[config.mk]
export PLATFORM = sky130hd
export DESIGN_NAME = datapath_sequencer_flat
export DESIGN_NICKNAME = d
export VERILOG_FILES = /design/src/rtl/datapath_sequencer_pkg.sv /design/src/rtl/datapath_sequencer_if.sv /design/src/rtl/datapath_sequencer_dwell.sv /design/src/rtl/datapath_sequencer.sv /design/src/flat_wrapper.sv
export SDC_FILE = /design/constraint.sdc
export NUM_CORES = 1
export LEC_CHECK = 0
export BUFFER_PORTS_ARGS = -buffer_cell sky130_fd_sc_hd__buf_2
export CAP_MARGIN = 15
export CORE_AREA = 2 2 39 41
export DETAILED_ROUTE_END_ITERATION = 12
export DIE_AREA = 0 0 41 43
export MAX_ROUTING_LAYER = met4
export PLACE_DENSITY = 0.79
export SLEW_MARGIN = 20
export SYNTH_ARGS = -nofsm -noshare
export SYNTH_HDL_FRONTEND = slang
export SYNTH_SLANG_ARGS = --single-unit
export TNS_END_PERCENT = 30
[constraint.sdc]
create_clock -name clk -period 6.4 [get_ports clk]
set_clock_uncertainty 0.2 [all_clocks]
set_input_delay 1.28 -clock clk [delete_from_list [all_inputs] [get_ports clk]]
set_output_delay 1.28 -clock clk [all_outputs]
set_load 0.05 [all_outputs]
[src/rtl/datapath_sequencer_pkg.sv]
// -----------------------------------------------------------------------------
// datapath_seq_pkg
// Shared constants and helpers for the datapath sequencer: the state-code
// enumeration, the fixed sequence order table, and index/next-code lookups.
// Optional build macro used by the sequencer: SEQ_SINGLE_STEP_EN.
// -----------------------------------------------------------------------------
package datapath_seq_pkg;

    localparam int unsigned STEP_W  = 4;
    localparam int unsigned SEQ_LEN = 14;

    localparam logic [3:0] IDLE_CODE    = 4'd0;
    localparam logic [3:0] DONE_CODE    = 4'd11;
    localparam logic [3:0] ILLEGAL_CODE_A = 4'd12;
    localparam logic [3:0] ILLEGAL_CODE_B = 4'd13;

    // Enumerators carry the exact S codes seen by the control-output decoder.
    typedef enum logic [3:0] {
        ST_IDLE = 4'd0,
        ST_C1   = 4'd1,
        ST_C2   = 4'd2,
        ST_C3   = 4'd3,
        ST_C4   = 4'd4,
        ST_C5   = 4'd5,
        ST_C6   = 4'd6,
        ST_C7   = 4'd7,
        ST_C8   = 4'd15,
        ST_C9   = 4'd14,
        ST_C10  = 4'd8,
        ST_C11  = 4'd9,
        ST_C12  = 4'd10,
        ST_DONE = 4'd11
    } state_t;

    localparam logic [3:0] SEQ_ORDER [SEQ_LEN] = '{
        4'd0, 4'd1, 4'd2, 4'd3, 4'd4, 4'd5, 4'd6,
        4'd7, 4'd15, 4'd14, 4'd8, 4'd9, 4'd10, 4'd11
    };

    function automatic logic is_legal(input logic [3:0] code);
        return (code != ILLEGAL_CODE_A) && (code != ILLEGAL_CODE_B);
    endfunction

    // Position of a code in SEQ_ORDER; illegal codes map to 0.
    function automatic logic [STEP_W-1:0] step_of(input logic [3:0] code);
        logic [STEP_W-1:0] idx;
        idx = '0;
        for (int unsigned i = 0; i < SEQ_LEN; i++) begin
            if (SEQ_ORDER[i] == code) idx = STEP_W'(i);
        end
        return idx;
    endfunction

    function automatic logic [3:0] next_code(input logic [3:0] code);
        int unsigned idx;
        idx = int'(step_of(code));
        if (idx < SEQ_LEN - 1) return SEQ_ORDER[idx + 1];
        return IDLE_CODE;
    endfunction

endpackage

[src/rtl/datapath_sequencer_if.sv]
// -----------------------------------------------------------------------------
// datapath_sequencer_if
// Host/decoder-facing signals of the datapath sequencer.
//   start, stall, abort, done_ack  host controls into the sequencer
//   step_pulse                     single-step advance (SEQ_SINGLE_STEP_EN only)
//   S, step_idx                    state code and sequence position
//   busy, seq_done, err            status outputs
// master = host side, slave = sequencer side.
// -----------------------------------------------------------------------------
interface datapath_sequencer_if;
    logic       start;
    logic       stall;
    logic       abort;
    logic       done_ack;
`ifdef SEQ_SINGLE_STEP_EN
    logic       step_pulse;
`endif
    logic [3:0] S;
    logic       busy;
    logic       seq_done;
    logic [3:0] step_idx;
    logic       err;

    modport master (
`ifdef SEQ_SINGLE_STEP_EN
        output step_pulse,
`endif
        output start, stall, abort, done_ack,
        input  S, busy, seq_done, step_idx, err
    );

    modport slave (
`ifdef SEQ_SINGLE_STEP_EN
        input  step_pulse,
`endif
        input  start, stall, abort, done_ack,
        output S, busy, seq_done, step_idx, err
    );
endinterface

[src/rtl/datapath_sequencer_dwell.sv]
// -----------------------------------------------------------------------------
// seq_dwell_counter
// Saturating up-counter that measures how long a state has been occupied.
//   clk, rst     clock / async active-high reset
//   i_clear      synchronous clear to zero (highest priority)
//   i_load       synchronous load of i_load_val
//   i_en         count up by one (stops once expired)
//   i_limit      terminal count
//   o_expired    count has reached i_limit
// -----------------------------------------------------------------------------
module seq_dwell_counter #(
    parameter int unsigned WIDTH = 4
) (
    input  logic             clk,
    input  logic             rst,
    input  logic             i_clear,
    input  logic             i_load,
    input  logic [WIDTH-1:0] i_load_val,
    input  logic             i_en,
    input  logic [WIDTH-1:0] i_limit,
    output logic             o_expired
);
    logic [WIDTH-1:0] r_count;

    assign o_expired = (r_count >= i_limit);

    always_ff @(posedge clk or posedge rst) begin
        if (rst) begin
            r_count <= '0;
        end else if (i_clear) begin
            r_count <= '0;
        end else if (i_load) begin
            r_count <= i_load_val;
        end else if (i_en && !o_expired) begin
            r_count <= r_count + 1'b1;
        end
    end
endmodule

[src/rtl/datapath_sequencer.sv]
// -----------------------------------------------------------------------------
// datapath_sequencer
// Control FSM producing the 4-bit state code S for the datapath control-output
// decoder. One fixed 12-step computation per accepted start, with stall,
// abort, done-acknowledge handshake and illegal-code recovery.
//   clk, rst   clock / async active-high reset
//   bus        datapath_sequencer_if.slave (start, stall, abort, done_ack,
//              S, busy, seq_done, step_idx, err [, step_pulse])
// Parameters: STEP_CYCLES (cycles per compute step, 1..15),
//             DONE_HOLD_MIN (min DONE cycles before done_ack honoured, 0..15).
// Build macro SEQ_SINGLE_STEP_EN: compute steps advance only on step_pulse.
// -----------------------------------------------------------------------------
module datapath_sequencer #(
    parameter int unsigned STEP_CYCLES   = 1,
    parameter int unsigned DONE_HOLD_MIN = 0
) (
    input  logic                   clk,
    input  logic                   rst,
    datapath_sequencer_if.slave    bus
);
    import datapath_seq_pkg::*;

    localparam logic [3:0] STEP_LIMIT = 4'(STEP_CYCLES - 1);
    // DONE may exit after its own cycle count reaches DONE_HOLD_MIN, i.e.
    // when the dwell count (0-based) has reached DONE_HOLD_MIN-1.
    localparam logic [3:0] HOLD_LIMIT = (DONE_HOLD_MIN == 0) ? 4'd0 : 4'(DONE_HOLD_MIN - 1);

    state_t     r_state;
    logic       r_err;
    state_t     w_next_state;
    logic       w_err_next;
    logic       w_cnt_clr;
    logic       w_cnt_en;
    logic [3:0] w_limit;
    logic       w_expired;
    logic       w_advance_ok;

`ifdef SEQ_SINGLE_STEP_EN
    assign w_advance_ok = bus.step_pulse;
`else
    assign w_advance_ok = 1'b1;
`endif

    assign w_limit = (r_state == ST_DONE) ? HOLD_LIMIT : STEP_LIMIT;

    seq_dwell_counter #(.WIDTH(4)) u_dwell (
        .clk        (clk),
        .rst        (rst),
        .i_clear    (w_cnt_clr),
        .i_load     (1'b0),
        .i_load_val ('0),
        .i_en       (w_cnt_en),
        .i_limit    (w_limit),
        .o_expired  (w_expired)
    );

    always_ff @(posedge clk or posedge rst) begin
        if (rst) begin
            r_state <= ST_IDLE;
            r_err   <= 1'b0;
        end else begin
            r_state <= w_next_state;
            r_err   <= w_err_next;
        end
    end

    always_comb begin
        w_next_state = r_state;
        w_err_next   = r_err;
        w_cnt_clr    = 1'b0;
        w_cnt_en     = 1'b0;
        if (bus.abort) begin
            w_next_state = ST_IDLE;
            w_cnt_clr    = 1'b1;
        end else if (!is_legal(r_state)) begin
            // Recovery from an upset code is not blocked by stall.
            w_next_state = ST_IDLE;
            w_err_next   = 1'b1;
            w_cnt_clr    = 1'b1;
        end else if (!bus.stall) begin
            case (r_state)
                ST_IDLE: begin
                    if (bus.start) begin
                        w_next_state = ST_C1;
                        w_err_next   = 1'b0;
                        w_cnt_clr    = 1'b1;
                    end
                end
                ST_DONE: begin
                    if (w_expired && bus.done_ack) begin
                        w_next_state = ST_IDLE;
                        w_cnt_clr    = 1'b1;
                    end else begin
                        w_cnt_en = 1'b1;
                    end
                end
                default: begin
                    if (w_expired && w_advance_ok) begin
                        w_next_state = state_t'(next_code(r_state));
                        w_cnt_clr    = 1'b1;
                    end else begin
                        w_cnt_en = 1'b1;
                    end
                end
            endcase
        end
    end

    assign bus.S        = r_state;
    assign bus.busy     = (r_state != ST_IDLE);
    assign bus.seq_done = (r_state == ST_DONE);
    assign bus.step_idx = step_of(r_state);
    assign bus.err      = r_err;

endmodule

[src/flat_wrapper.sv]
// flat-port wrapper written by rule: the top's interface ports become plain ports
module datapath_sequencer_flat import datapath_seq_pkg::*;
#(
    parameter int unsigned STEP_CYCLES   = 1,
    parameter int unsigned DONE_HOLD_MIN = 0
)
  (clk, rst, bus_start, bus_stall, bus_abort, bus_done_ack, bus_S, bus_busy, bus_seq_done, bus_step_idx, bus_err);
  datapath_sequencer_if bus_i ();
  input  logic clk;
  input  logic rst;
  input wire logic [$bits(bus_i.start)-1:0] bus_start;
  input wire logic [$bits(bus_i.stall)-1:0] bus_stall;
  input wire logic [$bits(bus_i.abort)-1:0] bus_abort;
  input wire logic [$bits(bus_i.done_ack)-1:0] bus_done_ack;
  output wire logic [$bits(bus_i.S)-1:0] bus_S;
  output wire logic [$bits(bus_i.busy)-1:0] bus_busy;
  output wire logic [$bits(bus_i.seq_done)-1:0] bus_seq_done;
  output wire logic [$bits(bus_i.step_idx)-1:0] bus_step_idx;
  output wire logic [$bits(bus_i.err)-1:0] bus_err;
  assign bus_i.start = bus_start;
  assign bus_i.stall = bus_stall;
  assign bus_i.abort = bus_abort;
  assign bus_i.done_ack = bus_done_ack;
  assign bus_S = bus_i.S;
  assign bus_busy = bus_i.busy;
  assign bus_seq_done = bus_i.seq_done;
  assign bus_step_idx = bus_i.step_idx;
  assign bus_err = bus_i.err;
  datapath_sequencer #(.STEP_CYCLES(STEP_CYCLES), .DONE_HOLD_MIN(DONE_HOLD_MIN)) u_core (.clk(clk), .rst(rst), .bus(bus_i));
endmodule
# Word-level counts from Yosys, hierarchy flattened
# Memory sizes are Yosys's and may differ from the RTL's.
# Index checks and enable logic that the tools add are counted.
dict set report word_totals {
  n_memories 1
  input_bits 6
  rom_bits 64
  elab_cells 98
  output_inout_bits 11
  reg_bits 9
}
dict set report op_classes {
  mux 54
  order_cmp 3
  n_addsub 2
  reduce_logical 10
  n_bitwise 2
  n_eq_ne 23
}
# memory words width rd rd_ports_with_merged_regs wr line
set memory_table {}
lappend memory_table {{(no name shown)} 16 4 1 0 0 datapath_sequencer_pkg.sv:57} ;# if (idx < SEQ_LEN - 1) return SEQ_ORDER[idx + 1];
# operator n
set op_table {}
lappend op_table {{$mux 4} 28}
lappend op_table {{$ge 33x5->1 const B} 1}
lappend op_table {{$not 32->33} 1}
lappend op_table {{$eq 4x4->1 const A} 6}
lappend op_table {{$mux 1} 22}
lappend op_table {{$eq 3x4->1 const A} 4}
lappend op_table {{$ne 4x4->1 const B} 4}
lappend op_table {{$eq 2x4->1 const A} 2}
lappend op_table {{$pmux 4 s2} 1}
lappend op_table {{$reduce_and 4->1} 2}
lappend op_table {{$ne 2x2->1 const B} 3}
lappend op_table {{$add 4x1->5 const B} 1}
lappend op_table {{$ne 5x5->1 const B} 1}
lappend op_table {{$add 4x1->4 const B} 1}
lappend op_table {{$eq 1x4->1 const A} 1}
lappend op_table {{$eq 4x4->1 const B} 1}
lappend op_table {{$ge 4x1->1 const B} 1}
lappend op_table {{$logic_not 4->1} 1}
lappend op_table {{$lt 4x4->1 const B} 1}
lappend op_table {{$pmux 1 s2} 2}
lappend op_table {{$reduce_bool 4->1} 1}
lappend op_table {{$logic_and 1x1->1} 3}
lappend op_table {{$ne 3x3->1 const B} 1}
lappend op_table {{$mux 2} 1}
lappend op_table {{other kinds (4)} 4}

# Logic depth before layout (Yosys ltp)
# Gate-level depths: netlist (run 1).
dict set report logic_depth {
  depth_word 32
  ltp_mapped 12
  mapped_depth_nobuf 9
}

# Cells and area by module
# A second synthesis (run 1) with hierarchy kept.
dict set report hier_totals {
  hier_cells 121
  hier_area_um2 996.0
}
# mod cells_per_inst seq_area_each_um2 n_inst area_each_um2
set modules_own_cells {}
lappend modules_own_cells {datapath_sequencer 82 125.1 1 644.4}
lappend modules_own_cells {seq_dwell_counter 39 100.1 1 351.6}

# Least setup slack after synthesis (run 1)
# Ideal clock, no wire load.
dict set report synth_timing {
  kind {reg-to-output}
  from {register u_core.r_state[1] (netlist: u_core.bus.S[1])}
  to {output port bus_step_idx[2]}
  path_buffers 1
  arrival_ns 2.145
  setup_slack_ns 2.775
  required_time_ns 4.920
  path_stages_with_launch 4
  path_cell_list {dfrtp_1 -> buf_2 -> inv_2 -> o21ai_0}
}
dict set report synth_between {
  elab_chain_cells 11
  word_cells_on_any_way 20
  cone_classes {eq/ne (10); mux (10)}
}
# item line
set synth_lines {}
lappend synth_lines {{from (decl)} datapath_sequencer.sv:28} ;# state_t r_state;
lappend synth_lines {{from (signal assigned)} datapath_sequencer.sv:62} ;# r_state <= w_next_state;
lappend synth_lines {{$eq 3x4->1} datapath_sequencer_pkg.sv:49} ;# if (SEQ_ORDER[i] == code) idx = STEP_W'(i);
lappend synth_lines {{$mux 4 (4 in series)} n/a}
lappend synth_lines {{$mux 4} datapath_sequencer_pkg.sv:49}
lappend synth_lines {{$mux 4 (4 in series)} n/a}
lappend synth_lines {{$mux 4 *} n/a}
lappend synth_lines {{to (decl)} flat_wrapper.sv:18} ;# output wire logic [$bits(bus_i.step_idx)-1:0] bus_step_idx;
# Every way passes the cells marked *; elsewhere a longest branch is shown, timed or not.

# Worst setup path after layout (run 1)
dict set report layout_timing {
  from {register u_core.r_state[3] (netlist: u_core.bus.S[3])}
  to {output port bus_step_idx[0]}
}
dict set report layout_between {
  elab_chain_cells 14
  word_cells_on_any_way 26
  cone_classes {eq/ne (13); mux (13)}
}
# item line
set layout_lines {}
lappend layout_lines {{$eq 1x4->1} datapath_sequencer_pkg.sv:49}
lappend layout_lines {{$mux 1} n/a}
lappend layout_lines {{$mux 2} datapath_sequencer_pkg.sv:49}
lappend layout_lines {{$mux 4 (5 in series)} n/a}
lappend layout_lines {{$mux 4} datapath_sequencer_pkg.sv:49}
lappend layout_lines {{$mux 4 (4 in series)} n/a}
lappend layout_lines {{$mux 4 *} n/a}
# Marked as above.

==> impl_metrics.json, run 1 <==
{
  "vias_per_cell": 6.14,
  "ctsResizeCount": 0,
  "path_class": "flip-flop to output port",
  "dp.cells": 112,
  "yosys_warnings": 0,
  "wire_per_inst_microns": 14.1,
  "drt_pass1_iterations": 4,
  "p_sw_uw": 30.1,
  "comb_power_share_pct": 20.2,
  "p_leak_nw": 0.344,
  "worstSkewPairLatency_ps": 260,
  "die_area_sq_mm": 0.00176,
  "yosysSeqAreaShare_pct": 18.6,
  "drc": 0,
  "sw_frac_of_total_pct": 33.1,
  "ys_top_cells_by_count": "nand2_1, nand2b_1, a21oi_1, dfrtp_1, inv_1",
  "row_count": 14,
  "grt_max_degree": 25,
  "core_sq_mm": 0.00138,
  "diodes": 0,
  "synth_area_per_cell_sq_um": 7.75,
  "fin_nets": 109,
  "synth_seq_cells": 5,
  "powerDensity_mw_per_mm2": 122,
  "relSlewSlack_pct": 57.4,
  "grt_util_all_layers_pct": 22.5,
  "outcome": "finished, final reports clean",
  "syn-cell-area_sq_um": 674,
  "io_pins": 17,
  "areaGrowthSynthToFinish_pct": 11.1,
  "async_reset_ff_share_pct": 100,
  "power_frac_seq_pct": 37.1,
  "synth_ff_type": "dfrtp_1",
  "h-tree-depth": 1,
  "clock-sinks": 5,
  "setup_viol": 0,
  "antenna_found_initial": 0,
  "synth_cell_types": 41,
  "crit_arrival_ps": 1930,
  "hold_viol": 0,
  "hold_path_depth": 1,
  "start_util_pct": 48.7,
  "crit_fanout": 21,
  "synth_nets": 95,
  "startpoint_type": "flip-flop",
  "ant_nets": 0,
  "drive_gt1_share_pct": 27.0,
  "root_buffer": "clkbuf_4",
  "routed_wl_microns": 1630,
  "dieHeight_microns": 43,
  "finalCritPeriodShare_pct": 53.3,
  "instances_no_fill": 116,
  "n_fill_cell": 149,
  "vdd_drop_max_mv": 0.129,
  "hpwlAfterDp_microns": 1200,
  "max_freq_mhz": 293,
  "via_count": 712,
  "worstPathRequired_ps": 4920,
  "first_global_vias": 590,
  "timing.final.crit_period_ps": 3410,
  "path_clk_slew_ps": 50,
  "clkPwrFrac_pct": 42.7,
  "cts_tree": "done",
  "yosys.cell_count.top_type": "nand2_1",
  "yosysTopAreaCell": "dfrtp_1",
  "tightest_slew_ps": 638,
  "portBuffers": 16,
  "synthCells": 87,
  "drt_iter0_drc": 19,
  "reg2reg_depth": 9,
  "drv_slew": 0,
  "grt_first_pass_wirelength_microns": 2640,
  "p_int_uw": 61.0,
  "dieWidth_microns": 41,
  "holdBufCountCts": 0,
  "synth.top_cell.area_share_pct": 18.6,
  "synth-edff-count": 0,
  "clk_path_buf_depth": 2,
  "place_congestion": 0.805,
  "rsz0062_at_grt": "no",
  "fin_tns_setup_ps": 0,
  "cts_buffers": 3,
  "hold_path_class": "flip-flop to flip-flop",
  "grt_overflow": 0,
  "end_kind": "output port",
  "synthTopCellsByArea": "dfrtp_1, nand2b_1, nand2_1",
  "drv_cap": 0,
  "post_cts_buffers": 0
}
## power by group through the flow
| stage | registers (mW) | clock network (mW) | logic [mW] |
|---|---|---|---|
| final | 0.0338 | 0.0389 | 0.0185 |
| after floorplan | 0.0347 | 0 | 0.0132 |
| after CTS | 0.0337 | 0.0392 | 0.0184 |
| after detailed placement | 0.0343 | 0 | 0.0184 |
| after global routing | 0.0339 | 0.0420 | 0.0203 |
| after global placement | 0.0342 | 0 | 0.0180 |
## per-stage QoR
stage	total power, mW	instance area (sq um)	worst slack [ps]	utilization [%]	hold slack, ps
after floorplan	0.0479	674	2780	-	624
after global placement	0.0522	722	3320	52.2	282
after detailed placement	0.0526	722	3280	52.2	311
after CTS	0.0914	749	3000	54.2	321
after global routing	0.0962	749	2850	54.2	343
final	0.0912	749	2990	54.2	304
## kinds of logic (layout without fill, tap and decap cells)
group,count (synthesis),after routing,share of synthesized area (%)
AOI/OAI and AO/OA,29,29,32.5
xor gates and xnor gates,1,1,1.30
adders and majority gates,2,2,3.71
buffers and inverters,15,28,12.2
DFF,5,5,18.6
muxes,1,1,1.48
and+or+nand+nor,34,34,30.2
## registers in the layout, summed over array words and instances (netlist names)
name,count
u_core.bus.S,4
u_core.bus.err,1
## area by class of cell
cell class / count / area (sq um) / share of cell area, %
Multi-Input combinational cell: 67 / 467 / 62.3
Sequential cell: 5 / 125 / 16.7
Timing Repair Buffer: 16 / 80.1 / 10.7
Inverter: 8 / 30.0 / 4.01
Clock buffer: 3 / 22.5 / 3.01
Tap cell: 16 / 20.0 / 2.67
Clock inverter: 1 / 5.00 / 0.668
## cells in the final DEF, fill, tap and decap left out, types with 2 or more instances in the layout
| cell | n |
|---|---|
| o21a_1 | 2 |
| or3_1 | 2 |
| nor2_1 | 4 |
| ha_1 | 2 |
| inv_1 | 5 |
| a21oi_1 | 5 |
| o31ai_1 | 2 |
| a311o_1 | 2 |
| clkbuf_4 | 3 |
| nor2b_1 | 2 |
| dfrtp_1 | 5 |
| nand2b_1 | 6 |
| nand4b_1 | 2 |
| inv_2 | 3 |
| a31oi_1 | 3 |
| nand3b_1 | 2 |
| buf_2 | 16 |
| nand2_1 | 8 |
| o21ai_0 | 3 |
| or4b_1 | 2 |
## critical path: stages (launching register included)
cell and delay (ps):
dfrtp_1 750, nand2_1 130, or3_1 320, and2_1 170, inv_2 60, buf_2 250
## path summary, 6_finish.rpt
check	start	endpoint	slack [ps]
worst max-delay path	u_core.bus.S[3]	bus_step_idx[0]	2990
worst min-delay path	u_core.bus.err	u_core.bus.err	300
worst max register to register	u_core.bus.S[3]	u_core.bus.S[1]	3430
worst min register to register	u_core.bus.err	u_core.bus.err	300
max in group asynchronous	rst	u_core.bus.err	5100
min in group asynchronous	rst	u_core.bus.S[2]	720
## routing by layer
| layer | global-route usage, % | routed length (microns) | vias up |
|---|---|---|---|
| li1 | - | - | 347 |
| met1 | 30.7 | 700 | 332 |
| met2 | 30.9 | 800 | 28 |
| met3 | 4.71 | 100 | 5 |
| met4 | 10.0 | 34 | 0 |
| met5 | - | 0 | - |
Power figures use the tool's default switching activity.
==> inputs of run 2 (changes only) <==
--- a/config.mk
+++ b/config.mk
@@ -7,9 +7,9 @@
 export LEC_CHECK = 0
 export BUFFER_PORTS_ARGS = -buffer_cell sky130_fd_sc_hd__buf_2
 export CAP_MARGIN = 15
-export CORE_AREA = 2 2 39 41
+export CORE_MARGIN = 1.5
+export CORE_UTILIZATION = 51
 export DETAILED_ROUTE_END_ITERATION = 12
-export DIE_AREA = 0 0 41 43
 export MAX_ROUTING_LAYER = met4
 export PLACE_DENSITY = 0.79
 export SLEW_MARGIN = 20
==> constraint.sdc (replaced) <==
create_clock -name clk -period 3.5 [get_ports clk]
set_clock_uncertainty 0.2 [all_clocks]
set_input_delay 0.7 -clock clk [delete_from_list [all_inputs] [get_ports clk]]
set_output_delay 0.7 -clock clk [all_outputs]
set_load 0.05 [all_outputs]
==> run 2 against run 1 <==
Net effect: hold slack got worse by 150 ps; routed wire length up 5.1%; cell count increased by 0.86%; clock-buffer cell count rose by 1; sequential power rose by 83%.
==> impl_metrics.json, run 2 (synthesis gave the netlist of run 1 again) <==
{
  "outcome": "finished, final reports clean",
  "via_count": 762,
  "cp.buffers_inverters": 1,
  "startpoint_type": "flip-flop",
  "path_class": "flip-flop to flip-flop",
  "hpwlAfterDp_microns": 1240,
  "cts_buffers": 3,
  "vdd_drop_max_mv": 0.168,
  "drt_iter0_drc": 27,
  "drt_pass1_iterations": 4,
  "diodes": 0,
  "core_sq_mm": 0.00117,
  "grt_max_degree": 20,
  "hold_path_class": "input pin to async pin",
  "timing.final.crit_period_ps": 2780,
  "start_util_pct": 57.6,
  "grt_util_all_layers_pct": 28.7,
  "rsz0062_at_grt": "no",
  "hold_viol": 0,
  "areaGrowthSynthToFinish_pct": 13.9,
  "first_global_vias": 609,
  "place_congestion": 0.892,
  "n_fill_cell": 101,
  "clk_path_buf_depth": 2,
  "grt_overflow": 0,
  "mostFrequentLayoutCell": "buf_2",
  "largest_reg_flops": 4,
  "grt_first_pass_wirelength_microns": 2840,
  "cp_slowest_cell": "dfrtp_1",
  "crit_arrival_ps": 2730,
  "root_buffer": "clkbuf_4",
  "cts_tree": "done",
  "post_cts_buffers": 0,
  "dieWidth_microns": 39.4,
  "p_leak_nw": 0.358,
  "dieHeight_microns": 39.4,
  "io_pins": 17,
  "critical_path.top_delay_family": "simple AND/OR/NAND/NOR gates",
  "finalCritPeriodShare_pct": 79.5,
  "path_cells": "nand2_1, or3_1, and2_1, inv_2, ha_1, nand2b_1, a311oi_1, a221o_1, o31ai_1",
  "worstSkewPairLatency_ps": 250,
  "critical-path-max-stage-delay_ps": 650,
  "crit_fanout": 16,
  "wire_per_inst_microns": 14.7,
  "total_power_uw": 165,
  "worstPathRequired_ps": 3450,
  "ctsResizeCount": 0,
  "end_kind": "flip-flop",
  "row_count": 12,
  "h-tree-depth": 1,
  "vias_per_cell": 6.51,
  "tightest_slew_ps": 505,
  "portBuffers": 16,
  "clock-sinks": 5,
  "setup_viol": 0,
  "layout_common_cells": "buf_2, nand2_1, nand2b_1",
  "drv_cap": 0,
  "max_freq_mhz": 359,
  "fin_tns_setup_ps": 0,
  "path_clk_slew_ps": 50,
  "drive_gt1_share_pct": 28.2,
  "drv_slew": 0,
  "powerDensity_mw_per_mm2": 215,
  "die_area_sq_mm": 0.00155,
  "fin_nets": 112,
  "routed_wl_microns": 1720,
  "antenna_found_initial": 0,
  "drc": 0,
  "relSlewSlack_pct": 66.3,
  "ant_nets": 0,
  "holdBufCountCts": 0
}
==> run 2: cell types whose count changed in the layout (fill, tap and decap cells not counted) <==
cell / previous run / this run
buf_4: 0 / 3
clkbuf_1: 0 / 1
clkinv_2: 1 / 0
==> run 2: stage by stage <==
| stage | std cells | area [sq um] | util, % | setup WS (ps) | hold slack, ps |
|---|---|---|---|---|---|
| 2_1_floorplan | 87 | 674 | - | 455 | 279 |
| 3_3_place_gp | 113 | 742 | 63.4 | 914 | 278 |
| 3_5_place_dp | 113 | 742 | 63.4 | 753 | 333 |
| 4_1_cts | 117 | 768 | 65.6 | 748 | 154 |
| 5_1_grt | 117 | 768 | 65.6 | 522 | 156 |
| 6_report | 117 | 768 | 65.6 | 717 | 152 |
==> run 2: cell type report <==
cell class	count	area [sq um]	share of cell area [%]
Timing Repair Buffer	19	103	13.4
Clock buffer	4	26.3	3.42
Multi-Input combinational cell	67	467	60.7
Tap cell	14	17.5	2.28
Sequential cell	5	125	16.3
Inverter	8	30.0	3.91
==> run 2: path summary, 6_finish.rpt <==
path | cells after the start | end | start | slack (ps)
worst max-delay path | 9 | u_core.bus.S[1] | u_core.bus.S[3] | 720
worst min-delay path | 2 | u_core.bus.S[3] | rst | 150
worst max register to register | 9 | u_core.bus.S[1] | u_core.bus.S[3] | 720
worst min register to register | 1 | u_core.bus.err | u_core.bus.err | 320
max in group asynchronous | 2 | u_core.bus.S[2] | rst | 2760
min in group clk | 1 | u_core.bus.err | u_core.bus.err | 320
==> run 2: layer usage <==
metal  routed length (microns)  share of wire (%)  track usage, %
met5                         0                  0               -
met4                        55                3.2            13.8
met3                       135                7.9            7.39
met2                       815                 47            42.9
met1                       710                 41            35.7
==> run 2: worst register-to-register path, stage by stage (launching register included) <==
cell and delay (ps):
dfrtp_1 650, nand2_1 130, or3_1 310, and2_1 160, inv_2 60, ha_1 420
nand2b_1 160, a311oi_1 90, a221o_1 270, o31ai_1 230
==> run 2: where the power goes <==
| group | internal, mW | switching (mW) | total, mW |
|---|---|---|---|
| Combinational | 0.0113 | 0.0230 | 0.0344 |
| Sequential | 0.0588 | 0.00290 | 0.0617 |
| Clock | 0.0432 | 0.0258 | 0.0690 |
| Total | 0.113 | 0.0517 | 0.165 |
==> inputs of run 3 (changes only) <==
--- a/config.mk
+++ b/config.mk
@@ -8,10 +8,10 @@
 export BUFFER_PORTS_ARGS = -buffer_cell sky130_fd_sc_hd__buf_2
 export CAP_MARGIN = 15
 export CORE_MARGIN = 1.5
-export CORE_UTILIZATION = 51
+export CORE_UTILIZATION = 46
 export DETAILED_ROUTE_END_ITERATION = 12
 export MAX_ROUTING_LAYER = met4
-export PLACE_DENSITY = 0.79
+export PLACE_DENSITY = 0.75
 export SLEW_MARGIN = 20
 export SYNTH_ARGS = -nofsm -noshare
 export SYNTH_HDL_FRONTEND = slang
==> constraint.sdc (replaced) <==
create_clock -name clk -period 2.55 [get_ports clk]
set_clock_uncertainty 0.2 [all_clocks]
set_input_delay 0.51 -clock clk [delete_from_list [all_inputs] [get_ports clk]]
set_output_delay 0.51 -clock clk [all_outputs]
set_load 0.05 [all_outputs]
==> run 3 against run 2 <==
Net effect: via count increased by 2.8%; register-to-register slack got worse by 670 ps; clock power increased by 44%; sequential power increased by 32%; core utilization decreased by 1.8 points; power increased by 44%; clock-buffer cell count unchanged; critical path depth increased by 1; sequential share of layout area decreased by 1.1 points; combinational power increased by 64%.
==> impl_metrics.json, run 3 (synthesis gave the netlist of run 1 again) <==
{
  "outcome": "finished, final reports clean",
  "reg2reg_depth": 10,
  "design_area_sq_um": 851,
  "grt_overflow": 0,
  "clkPwrFrac_pct": 41.8,
  "end_kind": "flip-flop",
  "grt_util_all_layers_pct": 26.2,
  "r2r-start": "u_core.bus.S[3]",
  "start_util_pct": 50.6,
  "drc": 0,
  "mostFrequentLayoutCell": "buf_2",
  "wire_per_inst_microns": 15.3,
  "max_freq_mhz": 399,
  "grt_first_pass_wirelength_microns": 2760,
  "routed_wl_microns": 1900,
  "crit_fanout": 14,
  "antenna_found_initial": 0,
  "h-tree-depth": 1,
  "cts_buffers": 3,
  "drt_iter0_drc": 39,
  "worstPathRequired_ps": 2480,
  "layout_setup_ws_ps": 43.2,
  "fin_nets": 118,
  "sw_frac_of_total_pct": 32.3,
  "startpoint_type": "flip-flop",
  "ant_nets": 0,
  "portBuffers": 16,
  "drv_slew": 0,
  "p_leak_nw": 0.384,
  "via_count": 783,
  "hpwlAfterDp_microns": 1230,
  "drt_pass1_iterations": 4,
  "relSlewSlack_pct": 75.6,
  "grt_max_degree": 21,
  "vias_per_cell": 6.31,
  "die_area_sq_mm": 0.00170,
  "root_buffer": "clkbuf_4",
  "path_class": "flip-flop to flip-flop",
  "dieWidth_microns": 41.3,
  "reg2reg_slack_ps": 40,
  "timing.final.crit_period_ps": 2510,
  "cts_tree": "done",
  "dieHeight_microns": 41.3,
  "diodes": 0,
  "worstSkewPairLatency_ps": 250,
  "path_clk_slew_ps": 50,
  "powerDensity_mw_per_mm2": 279,
  "layout_common_cells": "buf_2, nand2_1, buf_4, nand2b_1",
  "areaGrowthSynthToFinish_pct": 26.2,
  "first_global_vias": 587,
  "clk_path_buf_depth": 2,
  "finalCritPeriodShare_pct": 98.3,
  "fin_tns_setup_ps": 0,
  "drv_cap": 0,
  "crit_arrival_ps": 2440,
  "io_pins": 17,
  "clock-sinks": 5,
  "row_count": 13,
  "comb_power_share_pct": 23.8,
  "power_frac_seq_pct": 34.4,
  "hold_path_class": "flip-flop to flip-flop",
  "r2r-end": "u_core.bus.S[2]",
  "setup_viol": 0,
  "tightest_slew_ps": 365,
  "startpoint": "u_core.bus.S[3]",
  "dpl_worst_slack_ps": 111,
  "largest_reg_flops": 4,
  "hold_viol": 0,
  "p_int_uw": 161,
  "p_sw_uw": 76.6,
  "place_congestion": 0.881,
  "core_sq_mm": 0.00133,
  "postPlaceCellArea_sq_um": 779,
  "drive_gt1_share_pct": 36.7,
  "vdd_drop_max_mv": 0.320,
  "crit_end": "u_core.bus.S[2]",
  "min_from": "u_core.bus.err"
}
-- run 3: cell types whose count changed in the layout (fill, tap and decap cells not counted), sizes merged --
cell	change
buf	+5
dlygate4sd3	+1
-- run 3: power groups by stage --
| stage | clock (mW) | combinational (mW) | sequential (mW) |
|---|---|---|---|
| finish | 0.0991 | 0.0564 | 0.0817 |
| global route | 0.108 | 0.0616 | 0.0817 |
| CTS | 0.0988 | 0.0539 | 0.0817 |
| detailed placement | 0 | 0.0525 | 0.0828 |
| global placement | 0 | 0.0525 | 0.0830 |
| floorplan | 0 | 0.0354 | 0.0870 |
-- run 3: final cells by class --
| cell class | instances | area, sq um |
|---|---|---|
| Multi-Input combinational cell | 67 | 494 |
| Fill cell | 121 | 483 |
| Timing Repair Buffer | 25 | 150 |
| Sequential cell | 5 | 129 |
| Inverter | 8 | 32.5 |
| Clock buffer | 4 | 26.3 |
| Tap cell | 15 | 18.8 |
-- run 3: timing repair --
| item | 4_1_cts | 5_1_grt |
|---|---|---|
| setup endpoints to repair | 0 | 1 |
| setup buffers | 0 | 3 |
| hold buffers | 1 | 0 |
| hold endpoints to repair | 5 | 0 |
| resized for setup | 0 | 1 |
-- run 3: worst max-delay path, stage by stage, from the launching register on --
cell and delay, ps:
dfrtp_2 440, buf_4 150, inv_2 60, nand2_1 60, o21a_1 170, inv_1 100, ha_4 210, or4b_1 490
a41oi_2 190, a21oi_1 80, o31ai_2 240
-- run 3: layer usage --
metal / part of all wire, % / wire length, microns / up-vias / global-route usage [%]
li1: - / - / 367 / -
met1: 45 / 863 / 373 / 33.6
met2: 48 / 919 / 43 / 41.0
met3: 6.3 / 120 / 0 / 7.98
met4: 0 / 0 / 0 / 4.84
met5: 0 / 0 / - / -
-- run 3: worst min path at each step --
| stage | to | slack, ps | depth (start not counted) |
|---|---|---|---|
| floorplan | u_core.bus.S[0] | 90 | 1 |
| global placement | u_core.bus.err | 210 | 2 |
| detailed placement | u_core.bus.err | 220 | 2 |
| CTS | u_core.bus.err | 300 | 1 |
| global route | u_core.bus.S[0] | 350 | 2 |
| finish | u_core.bus.err | 330 | 1 |
-- run 3: through the flow --
stage	cells	hold WS (ps)	util, %	total power [mW]
6_report	124	327	63.8	0.237
3_3_place_gp	116	209	58.4	0.135
2_1_floorplan	87	88.3	-	0.122
5_1_grt	124	347	63.8	0.252
3_5_place_dp	116	215	58.4	0.135
4_1_cts	121	305	61.2	0.234
